## src/rtl/seg7_bus_reader.sv

```systemverilog
// Readback monitor for a multiplexed active-low 4-digit 7-segment bus.
// Each digit pattern must be seen unchanged for STABLE_CYCLES samples before its slot is written.
module seg7_bus_reader #(
  parameter int STABLE_CYCLES = 4,
  parameter int NUM_DIGITS    = 4
) (
  input  logic                      clk,
  input  logic                      reset,
  input  logic [6:0]                seg_n,
  input  logic [NUM_DIGITS-1:0]     dig_n,
  output logic [4*NUM_DIGITS-1:0]   value,
  output logic [NUM_DIGITS-1:0]     blank,
  output logic [NUM_DIGITS-1:0]     err,
  output logic                      upd,
  output logic [1:0]                upd_idx
);

  localparam logic [7:0] STABLE_W = 8'(STABLE_CYCLES);

  typedef enum logic [1:0] {
    ST_IDLE   = 2'd0,
    ST_TRACK  = 2'd1,
    ST_COMMIT = 2'd2,
    ST_LOCKED = 2'd3
  } state_t;

  // Returns {illegal, blank, nibble} for an active-low g..a pattern.
  function automatic logic [5:0] seg_decode(input logic [6:0] pat);
    case (pat)
      7'h40:   seg_decode = {2'b00, 4'h0};
      7'h79:   seg_decode = {2'b00, 4'h1};
      7'h24:   seg_decode = {2'b00, 4'h2};
      7'h30:   seg_decode = {2'b00, 4'h3};
      7'h19:   seg_decode = {2'b00, 4'h4};
      7'h12:   seg_decode = {2'b00, 4'h5};
      7'h02:   seg_decode = {2'b00, 4'h6};
      7'h78:   seg_decode = {2'b00, 4'h7};
      7'h00:   seg_decode = {2'b00, 4'h8};
      7'h10:   seg_decode = {2'b00, 4'h9};
      7'h08:   seg_decode = {2'b00, 4'hA};
      7'h03:   seg_decode = {2'b00, 4'hB};
      7'h46:   seg_decode = {2'b00, 4'hC};
      7'h21:   seg_decode = {2'b00, 4'hD};
      7'h06:   seg_decode = {2'b00, 4'hE};
      7'h0E:   seg_decode = {2'b00, 4'hF};
      7'h7F:   seg_decode = {2'b01, 4'h0};
      default: seg_decode = {2'b10, 4'h0};
    endcase
  endfunction

  logic [6:0]            seg_s_r;
  logic [NUM_DIGITS-1:0] dig_s_r;
  state_t                state_r, state_nxt;
  logic [1:0]            cand_idx_r, cand_idx_nxt;
  logic [6:0]            cand_pat_r, cand_pat_nxt;
  logic [7:0]            cnt_r, cnt_nxt;
  logic                  sel_valid_s;
  logic [1:0]            sel_idx_s;
  logic                  same_s;
  logic [5:0]            dec_s;
  logic [4*NUM_DIGITS-1:0] value_r;
  logic [NUM_DIGITS-1:0] blank_r;
  logic [NUM_DIGITS-1:0] err_r;
  logic                  upd_r;
  logic [1:0]            upd_idx_r;

  // Input sample stage; reset value is an invalid (no digit) select.
  always_ff @(posedge clk) begin
    if (reset) begin
      seg_s_r <= 7'h7F;
      dig_s_r <= 4'hF;
    end else begin
      seg_s_r <= seg_n;
      dig_s_r <= dig_n;
    end
  end

  // One-hot-low select decode; anything else is invalid.
  always_comb begin
    sel_valid_s = 1'b1;
    sel_idx_s   = 2'd0;
    case (dig_s_r)
      4'b1110: sel_idx_s = 2'd0;
      4'b1101: sel_idx_s = 2'd1;
      4'b1011: sel_idx_s = 2'd2;
      4'b0111: sel_idx_s = 2'd3;
      default: sel_valid_s = 1'b0;
    endcase
  end

  assign same_s = sel_valid_s && (sel_idx_s == cand_idx_r) && (seg_s_r == cand_pat_r);
  assign dec_s  = seg_decode(cand_pat_r);

  // Qualifier state, candidate and stability count registers.
  always_ff @(posedge clk) begin
    if (reset) begin
      state_r    <= ST_IDLE;
      cand_idx_r <= 2'd0;
      cand_pat_r <= 7'h00;
      cnt_r      <= 8'd0;
    end else begin
      state_r    <= state_nxt;
      cand_idx_r <= cand_idx_nxt;
      cand_pat_r <= cand_pat_nxt;
      cnt_r      <= cnt_nxt;
    end
  end

  // Next-state logic; a new sample reloads the candidate with count 1.
  always_comb begin
    state_nxt    = state_r;
    cand_idx_nxt = cand_idx_r;
    cand_pat_nxt = cand_pat_r;
    cnt_nxt      = cnt_r;
    case (state_r)
      ST_IDLE, ST_LOCKED: begin
        if ((state_r == ST_LOCKED) && same_s) begin
          state_nxt = ST_LOCKED;
        end else if (sel_valid_s) begin
          state_nxt    = ST_TRACK;
          cand_idx_nxt = sel_idx_s;
          cand_pat_nxt = seg_s_r;
          cnt_nxt      = 8'd1;
        end else begin
          state_nxt = ST_IDLE;
        end
      end
      ST_TRACK: begin
        if (!sel_valid_s) begin
          state_nxt = ST_IDLE;
        end else if (!same_s) begin
          state_nxt    = ST_TRACK;
          cand_idx_nxt = sel_idx_s;
          cand_pat_nxt = seg_s_r;
          cnt_nxt      = 8'd1;
        end else begin
          cnt_nxt = (cnt_r >= STABLE_W) ? STABLE_W : (cnt_r + 8'd1);
          if (cnt_r >= (STABLE_W - 8'd1)) begin
            state_nxt = ST_COMMIT;
          end else begin
            state_nxt = ST_TRACK;
          end
        end
      end
      ST_COMMIT: state_nxt = ST_LOCKED;
      default:   state_nxt = ST_IDLE;
    endcase
  end

  // Slot write on commit; only the candidate's slot changes.
  always_ff @(posedge clk) begin
    if (reset) begin
      value_r   <= '0;
      blank_r   <= '1;
      err_r     <= '0;
      upd_r     <= 1'b0;
      upd_idx_r <= 2'd0;
    end else begin
      upd_r <= 1'b0;
      if (state_r == ST_COMMIT) begin
        upd_r     <= 1'b1;
        upd_idx_r <= cand_idx_r;
        case (dec_s[5:4])
          2'b00: begin
            value_r[{cand_idx_r, 2'b00} +: 4] <= dec_s[3:0];
            blank_r[cand_idx_r] <= 1'b0;
            err_r[cand_idx_r]   <= 1'b0;
          end
          2'b01: begin
            blank_r[cand_idx_r] <= 1'b1;
            err_r[cand_idx_r]   <= 1'b0;
          end
          default: begin
            blank_r[cand_idx_r] <= 1'b0;
            err_r[cand_idx_r]   <= 1'b1;
          end
        endcase
      end
    end
  end

  assign value   = value_r;
  assign blank   = blank_r;
  assign err     = err_r;
  assign upd     = upd_r;
  assign upd_idx = upd_idx_r;

endmodule

```

## config.mk

```make
export PLATFORM = sky130hd
export DESIGN_NAME = seg7_bus_reader
export DESIGN_NICKNAME = d
export VERILOG_FILES = /design/src/rtl/seg7_bus_reader.sv
export SDC_FILE = /design/constraint.sdc
export NUM_CORES = 1
export LEC_CHECK = 0
export CORE_MARGIN = 1
export CORE_UTILIZATION = 45
export DETAILED_ROUTE_END_ITERATION = 10
export GPL_TIMING_DRIVEN = 0
export PLACE_DENSITY = 0.68
export SLEW_MARGIN = 10
export SYNTH_ARGS = -nofsm -noshare
export SYNTH_HDL_FRONTEND = slang
export SYNTH_SLANG_ARGS = --single-unit
```

## constraint.sdc

```tcl
create_clock -name clk -period 2.8 [get_ports clk]
set_input_delay 0.42 -clock clk [delete_from_list [all_inputs] [get_ports clk]]
set_output_delay 0.42 -clock clk [all_outputs]
set_load 0.005 [all_outputs]
```

; Yosys cells after proc, flatten, opt, wreduce, memory -nomap -nowiden
; Index checks and enable logic that the tools add are counted.
[word_totals]
ff_bits = 57
inputBits = 13
output_inout_bits = 27
elab_cells = 99
[classes]
addsub = 2
magnitude_cmp = 4
eq_ne = 30
shifts = 2
mux = 31
n_bitwise = 5
n_reduce_logical = 14
[ops]
columns = operator, n
row1 = 6-bit one-hot mux with 17 select lines, 1
row2 = 8-bit 2-to-1 mux, 5
row3 = "7-bit == test, second input constant", 5
row4 = 7-bit 2-to-1 mux, 4
row5 = "7-bit by 5-bit == test with 1-bit output, second input constant", 3
row6 = "7-bit by 6-bit == test with 1-bit output, second input constant", 3
row7 = 16-bit bitwise mux, 1
row8 = 2-bit 2-to-1 mux, 8
row9 = 8-bit one-hot mux with 2 select lines, 1
row10 = "4-bit by 6-bit variable shift with 16-bit output, first input constant", 1
row11 = 4-bit by 6-bit variable part select with 16-bit output, 1
row12 = "7-bit by 2-bit == test with 1-bit output, second input constant", 2
row13 = "7-bit by 4-bit == test with 1-bit output, second input constant", 2
row14 = 7-bit one-hot mux with 2 select lines, 1
row15 = "4-bit == test, second input constant", 3
row16 = 2-bit one-hot mux with 3 select lines, 2
row17 = "8-bit by 1-bit adder with 8-bit output, second input constant", 1
row18 = 4-bit bitwise AND, 2
row19 = "8-bit by 2-bit greater-or-equal comparator with 1-bit output, second input constant", 1
row20 = "8-bit by 3-bit greater-or-equal comparator with 1-bit output, second input constant", 1
row21 = 4-bit 2-to-1 mux, 2
row22 = "2-bit != test, second input constant", 4
row23 = 4-bit OR, 2
row24 = "7-bit by 3-bit == test with 1-bit output, second input constant", 1
row25 = 21 further kinds, 31

; Depth between registers and ports, before layout
[depth]
word_depth = 8
ltp_mapped = 9
depth_no_buf = 6

; Worst setup path after synthesis
; No wires, ideal clock.
[synth_path]
path_kind = register to register
start = reg cand_pat_r[0]
end = reg cand_idx_r[1]
setup_time_ns = 0.065
t_arrival_ns = 2.142
required_ns = 2.735
slack_ns = 0.593
path_stages_with_launch = 8
path_buffers = 1
synth_period_minus_slack_ns = 2.207
cell_sequence = dfxtp_1 clkbuf_1 xor2_1 nor4_1 nand4b_1 o31ai_4 mux2_2 nor2_1
[synth_between]
elab_chain_cells = 5
elab_cells_between_ends = 6
cone_classes = eq/ne (3) / reduce/logical (3)
[synth_rtl]
columns = item, line
row1 = "start, declared", 55  ; logic [6:0] cand_pat_r, cand_pat_nxt;
row2 = "start signal, assigned", 104  ; cand_pat_r <= cand_pat_nxt;
row3 = 7-bit == test *, 91  ; assign same_s = sel_valid_s && (sel_idx_s == cand_idx_r) && (seg_s_r == cand_pat_r);
row4 = 1-bit logical AND *, 91
row5 = 1-bit logical AND, 117  ; if ((state_r == ST_LOCKED) && same_s) begin
row6 = 2-bit != test (no source line), -
row7 = 5-bit AND reduction (no source line) *, -
row8 = "end signal, assigned", 103  ; cand_idx_r <= cand_idx_nxt;
row9 = "end, declared", 54  ; logic [1:0] cand_idx_r, cand_idx_nxt;
; Every way passes the cells marked *; elsewhere a longest branch is shown, timed or not.
; A chain may end at the register's enable or synchronous reset.

; Worst setup path after layout
[layout_path]
start = reg cand_pat_r[3]
end = reg cand_idx_r[1]
; The elaborated chain is that of the path after synthesis.

==> flow_summary.ini <==
[logic_synthesis]
synthMuxAreaShare_pct = 4.575
yosys_register_bits = 57
syn_inst = 327
ys_warn_count = 0
synth_cell_types = 51
synth_compound_area_share_pct = 17.56
synth_area_leader_cell = dfxtp_1
synth_top_family_by_area = simple AND/OR/NAND/NOR gates
yosysSeqAreaShare_pct = 39.74
synth-simple-area-share_pct = 26.67
synth_area_leaders = dfxtp_1 (40%), mux2i_1 (4.2%), nor2_1 (4.1%), ha_1 (3.9%), o21ai_0 (3.3%)
synth_edf_count = 0
syn-num-nets = 349
synth_ff_type = dfxtp_1
synthAdderAreaFrac_pct = 3.922
netlist_area_mm2 = 0.002872
yosys.area.top_type_share_pct = 39.74
synth_xor_area_share_pct = 3.050
synthArstFlopShare_pct = 0
avgSynthCellArea_um2 = 8.781

[placed_design]
pre_cts_ws_ps = 223.5
gp_congestion = 0.8875
io_buffers = 39
dp.cells = 441
dp_hpwl_mm = 4.483

[critical_path]
r2r_slack_ps = 280
worst-endpoint-arrival_ps = 2780
crit_type = reg -> reg
cp-start-kind = flip-flop
reg2reg_to = cand_idx_r[1]
reg2reg_from = cand_pat_r[3]
critical_path_peak_fanout = 10
reg2regPathDepth = 7
cp.required_ps = 3070
crit_path_start = cand_pat_r[3]
cp-end-kind = flip-flop
cp-endpoint = cand_idx_r[1]

[clock_tree]
cts_max_level = 3
clock_sinks = 57
hold_buffers = 0
postCtsSetupRepairBufs = 0
clockBufferDepth = 2
cts_tree = yes
cts_resized = 0
clk_latency_ps = 330
numCtsBuffers = 9
path_clk_slew_ps = 70
root_buffer = clkbuf_8

[timing]
fmax_mhz = 397.4
skew_ps = 8.892
period_share_pct = 89.86
rsz0062_at_grt = false
relSlewSlack_pct = 59.55
post-route-min-period_ps = 2516
slew_viol_final = 0
finalSetupViolations = 0
fin_ws_ps = 283.9
tns_ps = 0
worst_slew_pin_slew_ps = 603.9
whs_ps = 458.0
hold_viol = 0

[global_route]
track_usage_pct = 20.56
grt_pass1_wl_mm = 10.50
grt_max_degree = 11
grt_overflow_total = 0
antenna_found_initial = 0
grt_pass1_vias = 2209

[floorplanning]
io_pins = 40
die-area_mm2 = 0.006704
coreArea_mm2 = 0.006026
dieHeight_um = 81.88
die_w_um = 81.88
placementRows = 28
start_util_pct = 47.65

[drt]
route.vias.total = 2487
drt_iter0_drc = 142
wl_mm = 6.227
drc = 0
detail-route-antenna-nets = 0
vias_per_cell = 5.442
dr.pass1.iters = 4
routedWlPerCell_um = 13.63

[flow_run]
maxCapViolCount = 0

[finish]
area_growth_syn_to_layout_pct = 22.96
drive_above_1_share_pct = 11.26
n_antenna_cell = 0
fin_cells = 457
num-nets-final = 399

[pwr]
total_power_w = 0.001881
power_leakage_nw = 1.290
ir_worst_vdd_uv = 294.9
p_per_area_mw_per_mm2 = 532.8

[hold_path]
hold_path_class = reg -> reg

[run_status]
outcome = finished clean
## per-layer routing
| metal | up-vias | part of all wire [%] | routed length, um | global-route usage, % |
|---|---|---|---|---|
| met2 | 56 | 44 | 2726 | 31.16 |
| met1 | 1138 | 50 | 3144 | 27.66 |
| met4 | 0 | 2.1 | 131 | 7.895 |
| met5 | - | 0 | 0 | 0 |
| met3 | 17 | 3.6 | 224 | 5.444 |
| li1 | 1276 | - | - | - |
## Yosys cell counts (all sizes together) (2+ instances only)
cell     instances
nand2           17
or3              3
o21ai           19
xor2             9
nor2            31
nand3           13
ha               9
and3             3
or3b             3
nor4             3
nor3             5
inv             12
nand4b           4
nor2b            8
a2111oi          2
nand4            6
o32ai            4
o41ai            4
a21o             2
nor3b            3
a211oi           3
a31oi            3
and2             3
mux2i           12
and3b            2
or4              6
a211o            4
nand3b           3
nand2b          13
dfxtp           57
or2             11
o31ai            3
buf              8
clkbuf          10
a21oi           16
## cells in the final DEF, fill, tap and decap left out, types with 4 or more instances in the layout
cell and n:
o21ai_0 19, clkbuf_1 11, nor3_1 5, mux2i_1 12, a21oi_1 16, a211o_1 4
dfxtp_1 57, nor2_1 31, clkbuf_8 11, or4_1 6, nand4_1 6, nand3_1 13
or2_2 11, xor2_1 9, ha_1 9, o32ai_1 4, nor2b_1 8, clkdlybuf4s50_1 39
nand2b_1 13, inv_1 12, nand2_1 17, nand4b_1 4, o41ai_1 4, buf_2 7
## how the worst min path moves through the flow
stage	from	to	slack [ps]	cells after the start
2_1_floorplan	flip-flop	flip-flop	450	2
3_3_place_gp	flip-flop	flip-flop	450	1
3_5_place_dp	flip-flop	flip-flop	450	2
4_1_cts	flip-flop	flip-flop	460	2
5_1_grt	flip-flop	flip-flop	480	2
6_report	flip-flop	flip-flop	460	2
## where the power goes
part | internal, W | switching (W) | leakage [nW]
Combinational | 0.000145 | 0.000197 | 0.732
Sequential | 0.000837 | 0.0000289 | 0.465
Clock | 0.000365 | 0.000308 | 0.0932
Total | 0.00135 | 0.000534 | 1.29
## layout make-up
type                       count  area (um^2)
sequential                    57         1141
fill                         564         2495
clock buffer                  13        158.9
timing repair buffer          39        390.4
tap                           75        93.84
inverter                      12        45.04
buffer                        18        85.08
clock inverter                 3        15.01
multi-input combinational    240         1602
## kinds of logic after synthesis
logic type | Yosys count
fa+ha+maj | 9
flops | 57
mux | 13
xor+xnor | 10
compound gates | 70
simple gates | 138
buf+inv | 30
## critical path: stages, from the launching register on
cell      delay, ps
dfxtp_1         440
buf_2           270
xor2_1          100
nor4_1          250
nand4b_1        320
o31ai_4         600
mux2_2          400
nor2_1           80
## per-stage QoR
| step | cell area (um^2) | utilization, % |
|---|---|---|
| global placement | 3356 | 55.69 |
| finish | 3531 | 58.60 |
| global route | 3531 | 58.60 |
| detailed placement | 3356 | 55.69 |
| floorplan | 2872 | - |
| CTS | 3530 | 58.58 |
Power figures use the tool's default switching activity.
